## config.mk

```make
export PLATFORM = sky130hd
export DESIGN_NAME = arp_responder
export DESIGN_NICKNAME = d
export VERILOG_FILES = /design/src/rtl/eth_pkg.sv /design/src/rtl/arp_responder_parse.sv /design/src/rtl/arp_responder.sv
export SDC_FILE = /design/constraint.sdc
export NUM_CORES = 1
export LEC_CHECK = 0
export CAP_MARGIN = 30
export CORE_ASPECT_RATIO = 1.4
export CORE_MARGIN = 8
export CORE_UTILIZATION = 58
export CTS_CLUSTER_SIZE = 30
export DETAILED_ROUTE_END_ITERATION = 10
export DONT_BUFFER_PORTS = 1
export HOLD_SLACK_MARGIN = 0.05
export PLACE_DENSITY = 0.76
export SLEW_MARGIN = 20
export SYNTH_ARGS = -nofsm -noshare
export SYNTH_HDL_FRONTEND = slang
export SYNTH_HIERARCHICAL = 1
export SYNTH_SLANG_ARGS = --single-unit
```

## constraint.sdc

```tcl
create_clock -name clk -period 2.9 [get_ports clk]
set_clock_uncertainty 0.1 [all_clocks]
set_input_delay 0.435 -clock clk [delete_from_list [all_inputs] [get_ports clk]]
set_output_delay 0.435 -clock clk [all_outputs]
set_load 0.1 [all_outputs]
```

## src/rtl/eth_pkg.sv

```systemverilog
// Shared Ethernet/ARP constants, FSM state types and the fixed ARP header bytes.
package eth_pkg;

    localparam logic [15:0] ETHERTYPE_ARP  = 16'h0806;
    localparam logic [15:0] ETHERTYPE_IPV4 = 16'h0800;
    localparam logic [15:0] ARP_HTYPE_ETH  = 16'h0001;
    localparam logic [15:0] ARP_OPER_REQ   = 16'd1;
    localparam logic [15:0] ARP_OPER_REP   = 16'd2;
    localparam int          ARP_LEN        = 28;

    typedef enum logic {R_IDLE, R_ARP} rx_state_t;
    typedef enum logic [1:0] {T_IDLE, T_REQ, T_DATA, T_DONE} tx_state_t;

    // htype, ptype, hlen, plen: the first six bytes every Ethernet/IPv4 ARP packet carries
    function automatic logic [7:0] arp_hdr_byte(input logic [2:0] idx);
        logic [47:0] hdr;
        hdr = {ARP_HTYPE_ETH, ETHERTYPE_IPV4, 8'd6, 8'd4};
        return hdr[8*(5-int'(idx)) +: 8];
    endfunction

endpackage

```

## src/rtl/arp_responder_parse.sv

```systemverilog
// RX side: walks an ARP payload byte by byte, captures sender fields into shadow
// registers and raises a combinational accept in the rx_frameend cycle.
module arp_parse
    import eth_pkg::*;
(
    input  logic        clk,
    input  logic        reset,
    input  logic [31:0] ip,
    input  logic [7:0]  rx_data,
    input  logic        rx_dven,
    input  logic        rx_newframehead,
    input  logic [15:0] rx_ethertype,
    input  logic        rx_frameend,
    input  logic        rx_err,
    output logic        accept,
    output logic [47:0] sha,
    output logic [31:0] spa
);

    localparam logic [4:0] LEN5 = 5'(ARP_LEN);

    rx_state_t   state;
    logic [4:0]  idx;
    logic        bad;
    logic [15:0] oper;
    logic [31:0] tpa;

    always_ff @(posedge clk) begin
        if (reset) begin
            state <= R_IDLE;
            idx   <= '0;
            bad   <= 1'b0;
            oper  <= '0;
            sha   <= '0;
            spa   <= '0;
            tpa   <= '0;
        end else begin
            case (state)
                R_IDLE: begin
                    if (rx_newframehead && rx_ethertype == ETHERTYPE_ARP) begin
                        state <= R_ARP;
                        idx   <= '0;
                        bad   <= 1'b0;
                    end
                end
                R_ARP: begin
                    // a new header without a frameend means the old frame is lost
                    if (rx_newframehead) begin
                        idx <= '0;
                        bad <= 1'b0;
                        if (rx_ethertype != ETHERTYPE_ARP)
                            state <= R_IDLE;
                    end else if (rx_frameend) begin
                        state <= R_IDLE;
                    end else if (rx_dven && idx < LEN5) begin
                        idx <= idx + 5'd1;
                        if (idx < 5'd6 && rx_data != arp_hdr_byte(idx[2:0]))
                            bad <= 1'b1;
                        if (idx >= 5'd6 && idx <= 5'd7)
                            oper <= {oper[7:0], rx_data};
                        if (idx >= 5'd8 && idx <= 5'd13)
                            sha <= {sha[39:0], rx_data};
                        if (idx >= 5'd14 && idx <= 5'd17)
                            spa <= {spa[23:0], rx_data};
                        if (idx >= 5'd24)
                            tpa <= {tpa[23:0], rx_data};
                    end
                end
                default: state <= R_IDLE;
            endcase
        end
    end

    assign accept = (state == R_ARP) && rx_frameend && !rx_newframehead &&
                    (idx == LEN5) && !bad && (oper == ARP_OPER_REQ) &&
                    (tpa == ip) && !rx_err;

endmodule

```

## src/rtl/arp_responder.sv

```systemverilog
// ARP responder: TX FSM, reply byte mux and statistics. Counters are built only
// when ARP_STATS_EN is defined; otherwise cnt_* read as zero.
module arp_responder
    import eth_pkg::*;
#(
    parameter int DROPW   = 16,
    parameter int ACKWAIT = 1023
) (
    input  logic             clk,
    input  logic             reset,
    input  logic [47:0]      mac,
    input  logic [31:0]      ip,
    input  logic [7:0]       rx_data,
    input  logic             rx_dven,
    input  logic             rx_newframehead,
    input  logic [15:0]      rx_ethertype,
    input  logic [47:0]      rx_smac,
    input  logic             rx_frameend,
    input  logic             rx_err,
    output logic             tx_request,
    input  logic             tx_ack,
    input  logic             tx_busy,
    output logic             tx_dven,
    output logic [7:0]       tx_data,
    output logic [47:0]      tx_dmac,
    output logic [47:0]      tx_smac,
    output logic [15:0]      tx_ethertype,
    output logic [DROPW-1:0] cnt_req,
    output logic [DROPW-1:0] cnt_rep,
    output logic [DROPW-1:0] cnt_drop
);

    localparam int         WW   = $clog2(ACKWAIT + 1) + 1;
    localparam logic [4:0] LEN5 = 5'(ARP_LEN);

    logic        accept;
    logic [47:0] sha_c;
    logic [31:0] spa_c;

    // sender MAC is taken from the ARP body, so the Ethernet header copy is not needed
    logic unused_smac;
    assign unused_smac = ^rx_smac;

    arp_parse u_parse (
        .clk             (clk),
        .reset           (reset),
        .ip              (ip),
        .rx_data         (rx_data),
        .rx_dven         (rx_dven),
        .rx_newframehead (rx_newframehead),
        .rx_ethertype    (rx_ethertype),
        .rx_frameend     (rx_frameend),
        .rx_err          (rx_err),
        .accept          (accept),
        .sha             (sha_c),
        .spa             (spa_c)
    );

    tx_state_t     tstate;
    logic [47:0]   tha;
    logic [31:0]   tpa_r;
    logic [4:0]    k;
    logic [WW-1:0] wait_cnt;
    logic [223:0]  reply;
    logic [4:0]    k_sel;
    logic [7:0]    reply_byte;

    assign reply = {ARP_HTYPE_ETH, ETHERTYPE_IPV4, 8'd6, 8'd4, ARP_OPER_REP, mac, ip, tha, tpa_r};

    always_comb begin
        k_sel      = (k < LEN5) ? k : 5'd0;
        reply_byte = reply[8*(ARP_LEN-1-int'(k_sel)) +: 8];
    end

    always_ff @(posedge clk) begin
        if (reset) begin
            tstate       <= T_IDLE;
            tha          <= '0;
            tpa_r        <= '0;
            k            <= '0;
            wait_cnt     <= '0;
            tx_request   <= 1'b0;
            tx_dven      <= 1'b0;
            tx_data      <= '0;
            tx_dmac      <= '0;
            tx_smac      <= '0;
            tx_ethertype <= '0;
        end else begin
            case (tstate)
                T_IDLE: begin
                    // shadow fields commit only here, so a pending reply is never disturbed
                    if (accept) begin
                        tha          <= sha_c;
                        tpa_r        <= spa_c;
                        tx_dmac      <= sha_c;
                        tx_smac      <= mac;
                        tx_ethertype <= ETHERTYPE_ARP;
                        tx_request   <= 1'b1;
                        wait_cnt     <= '0;
                        k            <= '0;
                        tstate       <= T_REQ;
                    end
                end
                T_REQ: begin
                    if (tx_ack) begin
                        tx_request <= 1'b0;
                        tx_dven    <= 1'b1;
                        tx_data    <= reply_byte;
                        k          <= 5'd1;
                        tstate     <= T_DATA;
                    end else if (wait_cnt == WW'(ACKWAIT)) begin
                        tx_request <= 1'b0;
                        tstate     <= T_IDLE;
                    end else begin
                        wait_cnt <= wait_cnt + 1'b1;
                    end
                end
                T_DATA: begin
                    if (k == LEN5) begin
                        tx_dven <= 1'b0;
                        tx_data <= '0;
                        tstate  <= T_DONE;
                    end else begin
                        tx_data <= reply_byte;
                        k       <= k + 5'd1;
                    end
                end
                T_DONE: begin
                    if (!tx_busy)
                        tstate <= T_IDLE;
                end
                default: tstate <= T_IDLE;
            endcase
        end
    end

`ifdef ARP_STATS_EN
    logic drop_ev, rep_ev;
    assign drop_ev = (accept && tstate != T_IDLE) ||
                     (tstate == T_REQ && !tx_ack && wait_cnt == WW'(ACKWAIT));
    assign rep_ev  = (tstate == T_DONE) && !tx_busy;

    always_ff @(posedge clk) begin
        if (reset) begin
            cnt_req  <= '0;
            cnt_rep  <= '0;
            cnt_drop <= '0;
        end else begin
            if (accept && cnt_req != '1)   cnt_req  <= cnt_req + 1'b1;
            if (rep_ev && cnt_rep != '1)   cnt_rep  <= cnt_rep + 1'b1;
            if (drop_ev && cnt_drop != '1) cnt_drop <= cnt_drop + 1'b1;
        end
    end
`else
    assign cnt_req  = '0;
    assign cnt_rep  = '0;
    assign cnt_drop = '0;
`endif

endmodule

```

==> parameters.txt, run 1 <==
Parameter                              Value

Outcome
  Run status    complete, but fails checks
  Violations in the final reports    hold timing, setup timing

Placed design
  Number of input and output port buffers inserted    0
  Setup slack at placement    -0.01994 ns
  Dpl hpwl    29270 µm
  Final weighted congestion in routability-driven placement    0.9800
  Number of instances in the placed design    1964

Setup path
  Worst path arrival time    3.24 ns
  Largest stage delay on the critical path    0.76 ns
  Worst Path Class, Setup    register to register
  Count of cells along the worst register-to-register path    8
  Category of the worst setup path launch point    register
  Standard cell with the maximum stage delay on the critical path    sky130_fd_sc_hd__or4b_4
  Critical Path End Type    register
  Setup slack of the worst register-to-register path    -0.0006 ns
  Critical-path maximum fanout    24
  CP most frequent cell    sky130_fd_sc_hd__a21oi_1
  Data required time at the worst endpoint    3.24 ns
  Critical path, cell by cell    buf_4 -> ha_1 -> a21oi_1 -> a21oi_2 -> or4b_4 -> nand2_1 -> a21oi_1 -> dlygate4sd3_1

Layout
  Footprint of the multi-input gates    7084 µm²
  Fill cell total of the finished layout    1718
  Net count reported at finish    2022
  Non-Filler Instances    2177
  Final Core Density    between 70% and 80%
  Area growth, synth to finish    23.35%
  Fraction of layout instances using a drive strength above 1    between 10% and 20%
  Sequential cell area    5854 µm²

Route
  DRT antenna net count    0
  Detailed-router iteration count before antenna repair    5
  Average wire length per cell after detail routing    21.26 µm
  Via count    12900
  DRC violation count after routing    0
  Final wirelength    about 46000 µm
  Vias per Instance    between 5 and 6
  First DRT Iteration DRCs    1161

Yosys
  Top cell types by occurrence after synthesis    383 x sky130_fd_sc_hd__nand2_1, 292 x sky130_fd_sc_hd__dfxtp_1, 210 x sky130_fd_sc_hd__a21oi_1
  Predominant post-synthesis flop cell    sky130_fd_sc_hd__dfxtp_1
  Syn Area/Cell    between 8 and 9 µm²
  Synthesized instance count    1675
  Share of async-settable or async-resettable flops after synthesis    0%
  Area of the mapped netlist    13640 µm²
  Cell with the most instances after synthesis    sky130_fd_sc_hd__nand2_1
  Total of warnings raised by yosys    6
  Distinct cell type count after synthesis    79
  Top-area cell type share of the netlist area    42.85%
  Share of the yosys chip area belonging to registers    42.85%
  Synth area leaders    sky130_fd_sc_hd__dfxtp_1 43%, sky130_fd_sc_hd__nand2_1 11%, sky130_fd_sc_hd__mux2i_1 7.8%, sky130_fd_sc_hd__a21oi_1 7.7%, sky130_fd_sc_hd__nor2_1 3.8%
  Number of enable-type register cells in the synthesized netlist    0
  Leading area contributor after synthesis    sky130_fd_sc_hd__dfxtp_1
  Yosys reg bits    292

Die
  Horizontal extent of the die    145.6 µm
  Floorplan core area    23200 µm²
  Initial Util    around three fifths
  IO Count    330
  Total number of placement rows    66
  Die Span Y    197.5 µm
  Die ar.    28760 µm²

Clock tree
  H-Tree Level Count    1
  Insertion delay of the later-clocked pin in the worst-skew pair    0.55 ns
  Clock Tree Buf Depth    3
  Clk Tree Root Cell    sky130_fd_sc_hd__clkbuf_16
  Clock tree from TritonCTS    yes
  Number of sinks on the clock net    292
  Number of buffers created by CTS    28
  Clock-pin slew on the worst setup and hold paths    0.06 ns

GRT
  Gr usage total    just under 30%
  Antenna violations before repair    3
  Number of global-route vias before repair    approximately 13000
  Pin count of the biggest net entering global routing    283
  Wire length of the first global-routing pass    69140 µm
  Aggregate global routing overflow    0

Power
  Leakage component of the power    6.363 nW
  Worst IR drop on VDD    0.4678 mV
  Total power consumption of the routed design    8.454 mW
  Power density cells    502.3 nW/µm²

STA
  Worst hold margin    -0.1487 ns
  Slew of the pin with the lowest slew margin    between 1 and 1.5 ns
  F_max    344.8 MHz
  Final worst path period need    2.901 ns
  Worst slew margin relative to its limit    a little over 30%
  Total count of hold-check failures in the final report    37
  Post-Route Setup TNS    -0.0005824 ns
  Final setup violation count    1
  RSZ-0062 raised after global routing    yes
  Final-report max-slew violation count    0
  Post-route setup slack    -0.0005824 ns
  Final period utilization    100.0%

Worst hold path
  Number of instances on the worst hold path    1
  Type of the tightest min-delay check    input pin to register

Run
  Max-cap violations    0
-- routing by layer --
layer	GRT usage, %	routed length (µm)	up-vias
li1	-	-	5950
met1	30.68	16320	6131
met2	51.94	22590	647
met3	7.703	4063	168
met4	21.73	3304	2
met5	0	13	-
-- layout by cell type, fill, tap and decap left out, drive strengths merged, types with 14 or more instances in the layout --
cell type and n:
a211oi 19, clkbuf 39, ha 15, nor4 15, nand3 21, xnor2 14, inv 21, nor2 137
o21ai 23, nor2b 26, mux2i 106, nand2 383, xor2 32, buf 103, a21oi 211, dlygate4sd3 155
conb 61, dfxtp 292
-- final timing paths --
kind | start | to
min reg2reg | u_parse/sha[42] | tha[42]
max | u_parse/idx[2] | u_parse/sha[35]
max reg2reg | u_parse/idx[2] | u_parse/sha[35]
min | reset | tx_smac[16]
-- state kept, by name (all words and copies together), names as in the netlist, 8 cells and up, named ones only --
| register | cells |
|---|---|
| tpa_r | 32 |
| wait_cnt | 11 |
| u_parse/sha | 48 |
| tx_data | 8 |
| tha | 48 |
| u_parse/oper | 16 |
| u_parse/spa | 32 |
| u_parse/tpa | 32 |
| tx_smac | 48 |
-- layout make-up --
cell class                 instances  area share, %
multi-input combinational       1245          42.10
sequential                       292          34.79
timing repair buffer             260          14.33
clock buffer                      37          4.788
tap                              306          2.275
clock inverter                    13          1.219
inverter                          20         0.4461
antenna                            4        0.05948
-- cells by family after synthesis --
group                      Yosys count  synth area share (%)
muxes                              113                 8.355
DFF                                292                 42.85
adders and majority gates           15                 1.376
other                                1               0.02749
AOI/OAI and AO/OA                  360                 16.20
xor gates and xnor gates            46                 2.953
and+or+nand+nor                    649                 20.45
buffers and inverters              199                 7.795
-- critical path, delay by kind of cell (launching register included) --
kind	cells	cell delay (ns)
and+or+nand+nor	2	0.93
adders and majority gates	1	0.26
DFF	1	0.32
AOI/OAI and AO/OA	3	0.42
buffers and inverters	2	0.76
-- timing repair --
action                                  4_1_cts  5_1_grt
hold endpoints to repair                    274      139
cloned                                        0        2
hold buffers                                143       12
resized for setup                             1       19
endpoints found under the setup margin        4      196
buffers inserted                              0        0
pin swaps                                     1        9
-- through the flow --
step                      cell area [µm²]  hold WS, ns
after floorplan                     13880       0.3312
after CTS                           16570      -0.1326
after detailed placement            14120       0.3429
after global placement              14090       0.3341
final                               16830      -0.1487
after global routing                16830      -0.1465
-- report_power, final --
part / internal [mW] / leakage, nW / switching, mW
combinational: 0.0570 / 3.52 / 0.398
sequential: 4.01 / 2.35 / 0.000000236
clock: 2.40 / 0.488 / 1.59
Note: power is estimated with default switching activity, not from simulation.
==> run 2: changes to the inputs <==
CAP_MARGIN = 20   (was 30)
==> run 2 against run 1 <==
Effect of this change:
- the flow finishes with violations (hold timing)
- hold slack gained 0.0015 ns
- final area shrank 1.0%
- sequential power is essentially flat
- first-iteration DRC count grew 7.7%
- die area is the same
- clock-buffer cell count grew 5
- routed wire length is essentially flat
- fmax grew 2.6%
- critical path depth grew 2
- largest cell class unchanged
- highest routed layer is now met4
==> parameters.txt, run 2 (synthesized netlist as in run 1, its figures left out) <==
Parameter                              Value

Die
  Total number of placement rows    66 (unchanged)
  Floorplan core area    23200 µm² (unchanged)
  Die Span Y    197.5 µm (unchanged)
  Horizontal extent of the die    145.6 µm (unchanged)
  Die ar.    28760 µm² (unchanged)
  Initial Util    58.79% (unchanged)
  IO Count    330 (unchanged)

Layout
  Sequential cell area    5853 µm² (about the same)
  Net count reported at finish    2010 (-0.59%)
  Area growth, synth to finish    22.07%
  Most common cell after layout, fill and taps aside    sky130_fd_sc_hd__nand2_1
  Fraction of layout instances using a drive strength above 1    10.07% (-0.11 points)
  Most used cells in the layout excluding fill and tap cells    382 x sky130_fd_sc_hd__nand2_1, 288 x sky130_fd_sc_hd__dfxtp_1, 209 x sky130_fd_sc_hd__a21oi_1
  Fill cell total of the finished layout    1736 (+1.0%)
  Regs by FF count    tha (48), tx_smac (48), u_parse/sha (48)
  Non-Filler Instances    2167 (-0.46%)
  Footprint of the multi-input gates    7104 µm² (+0.28%)

Power
  Comb power frac    5.5% (about the same)
  Power density cells    490.5 nW/µm² (-2.4%)
  Switching power    1.987 mW (-0.22%)
  Worst IR drop on VDD    0.4729 mV (+1.1%)
  Register share of total power    49.1% (+1.7 points)
  Internal power component    6.183 mW (-4.3%)
  Switching portion of total power    24.32% (+0.77 points)
  Total power consumption of the routed design    8.169 mW (-3.4%)
  Proportion of power drawn by the clock network    45.4% (-1.8 points)
  Leakage component of the power    6.283 nW (-1.3%)

STA
  Total count of hold-check failures in the final report    49 (+32%)
  RSZ-0062 raised after global routing    yes
  Worst slew margin relative to its limit    26.77% (-4.3 points)
  Final worst path period need    2.828 ns (-0.07234 ns)
  Worst hold margin    -0.1471 ns (+0.001523 ns)
  Slew of the pin with the lowest slew margin    1.096 ns (+0.06402 ns)
  Final setup violation count    0 (-1)
  Final-report max-slew violation count    0 (unchanged)
  Final period utilization    97.53% (-2.5 points)
  F_max    353.6 MHz (+2.6%)

Route
  Final wirelength    46240 µm (about the same)
  DRT antenna net count    0 (unchanged)
  DRC violation count after routing    0 (unchanged)
  Average wire length per cell after detail routing    21.34 µm (+0.36%)
  Via count    12830 (-0.53%)
  First DRT Iteration DRCs    1250 (+7.7%)
  Vias per Instance    5.921 (about the same)
  Detailed-router iteration count before antenna repair    6 (+1)

Clock tree
  Clk Tree Root Cell    sky130_fd_sc_hd__clkbuf_16
  Buffers inserted by post-CTS timing repair    0 (unchanged)
  Clock Tree Buf Depth    3 (unchanged)
  Clock-pin slew on the worst setup and hold paths    0.07 ns (about the same)
  Insertion delay of the later-clocked pin in the worst-skew pair    0.55 ns (about the same)
  Number of buffers created by CTS    28 (unchanged)
  Number of sinks on the clock net    292 (unchanged)
  Clock tree from TritonCTS    yes
  H-Tree Level Count    1 (unchanged)

Worst hold path
  Number of instances on the worst hold path    1 (unchanged)
  Type of the tightest min-delay check    input pin to register

Setup path
  Critical-path maximum fanout    3 (-88%)
  Critical Path End Type    register
  Data required time at the worst endpoint    3.28 ns (+0.04 ns)
  Worst path arrival time    3.21 ns (-0.03 ns)
  Worst Path Class, Setup    register to register
  Count of cells along the worst register-to-register path    10 (+2)
  Category of the worst setup path launch point    register

GRT
  Antenna violations before repair    2 (-1)
  Gr usage total    29.69% (-0.074 points)
  Pin count of the biggest net entering global routing    283 (unchanged)
  Aggregate global routing overflow    0 (unchanged)
  Number of global-route vias before repair    12470 (-2.3%)
  Wire length of the first global-routing pass    69200 µm (about the same)

Outcome
  Violations in the final reports    hold timing
  Run status    complete, but fails checks

Placed design
  Final weighted congestion in routability-driven placement    0.9800 (unchanged)
  Number of input and output port buffers inserted    0 (unchanged)
  Number of instances in the placed design    1962 (-0.10%)
  Dpl hpwl    29220 µm (-0.17%)

Run
  Max-cap violations    0 (unchanged)
## run 2: repair_timing
| item | CTS | global route |
|---|---|---|
| endpoints found under the hold margin | 274 | 139 |
| gates resized for setup | 2 | 20 |
| endpoints found under the setup margin | 5 | 172 |
| gates cloned | 0 | 2 |
| hold buffers | 144 | 3 |
| pin swaps | 1 | 12 |
## run 2: layer usage
metal	track usage [%]	share of wire, %	vias up
met3	7.795	9.4	159
met2	52.12	49	652
li1	-	-	5933
met4	18.91	6.2	0
met1	31.30	35	6086
met5	0	0	-
## run 2: final cells by class
type                            count  share of cell area, %
Antenna cell                        4                0.06010
Clock buffer                       42                  5.131
Clock inverter                     10                 0.5033
Inverter                           20                 0.4508
Multi-Input combinational cell   1245                  42.66
Sequential cell                   292                  35.14
Tap cell                          306                  2.299
Timing Repair Buffer              248                  13.76
## run 2: critical path, stage by stage, from the launching register on
cell and delay [ns]:
sky130_fd_sc_hd__dfxtp_1 0.33, sky130_fd_sc_hd__xor2_1 0.16, sky130_fd_sc_hd__nor4_1 0.35, sky130_fd_sc_hd__nand4_1 0.21, sky130_fd_sc_hd__nor4_2 0.26, sky130_fd_sc_hd__buf_4 0.18, sky130_fd_sc_hd__nor2b_1 0.06, sky130_fd_sc_hd__a2111o_1 0.35
sky130_fd_sc_hd__or2_1 0.25, sky130_fd_sc_hd__or3b_1 0.39, sky130_fd_sc_hd__a21oi_1 0.13
## run 2: metrics by stage
stage	util [%]	setup TNS [ns]	instance area [µm²]	setup slack (ns)
CTS	71.00	0	16480	0.03846
detailed placement	60.71	-0.04548	14090	-0.02075
floorplan	-	0	13880	0.003822
global placement	60.71	0	14090	0.003145
global route	71.77	-0.05441	16650	-0.03473
finish	71.77	0	16650	0.07175
## run 2: path summary, 6_finish.rpt
check	from	endpoint	slack (ns)
max	u_parse/tpa[29]	k[2]	0.07
min	reset	tx_smac[16]	-0.15
max reg2reg	u_parse/tpa[29]	k[2]	0.07
min reg2reg	tpa_r[17]	tpa_r[17]	0.36
## run 2: power groups by stage
stage | clock network (mW) | logic, mW | registers, mW
finish | 3.71 | 0.452 | 4.01
global route | 3.87 | 0.462 | 4.01
detailed placement | 0 | 0.415 | 4.10
global placement | 0 | 0.414 | 4.10
floorplan | 0 | 0.512 | 4.10
CTS | 3.71 | 0.437 | 4.01
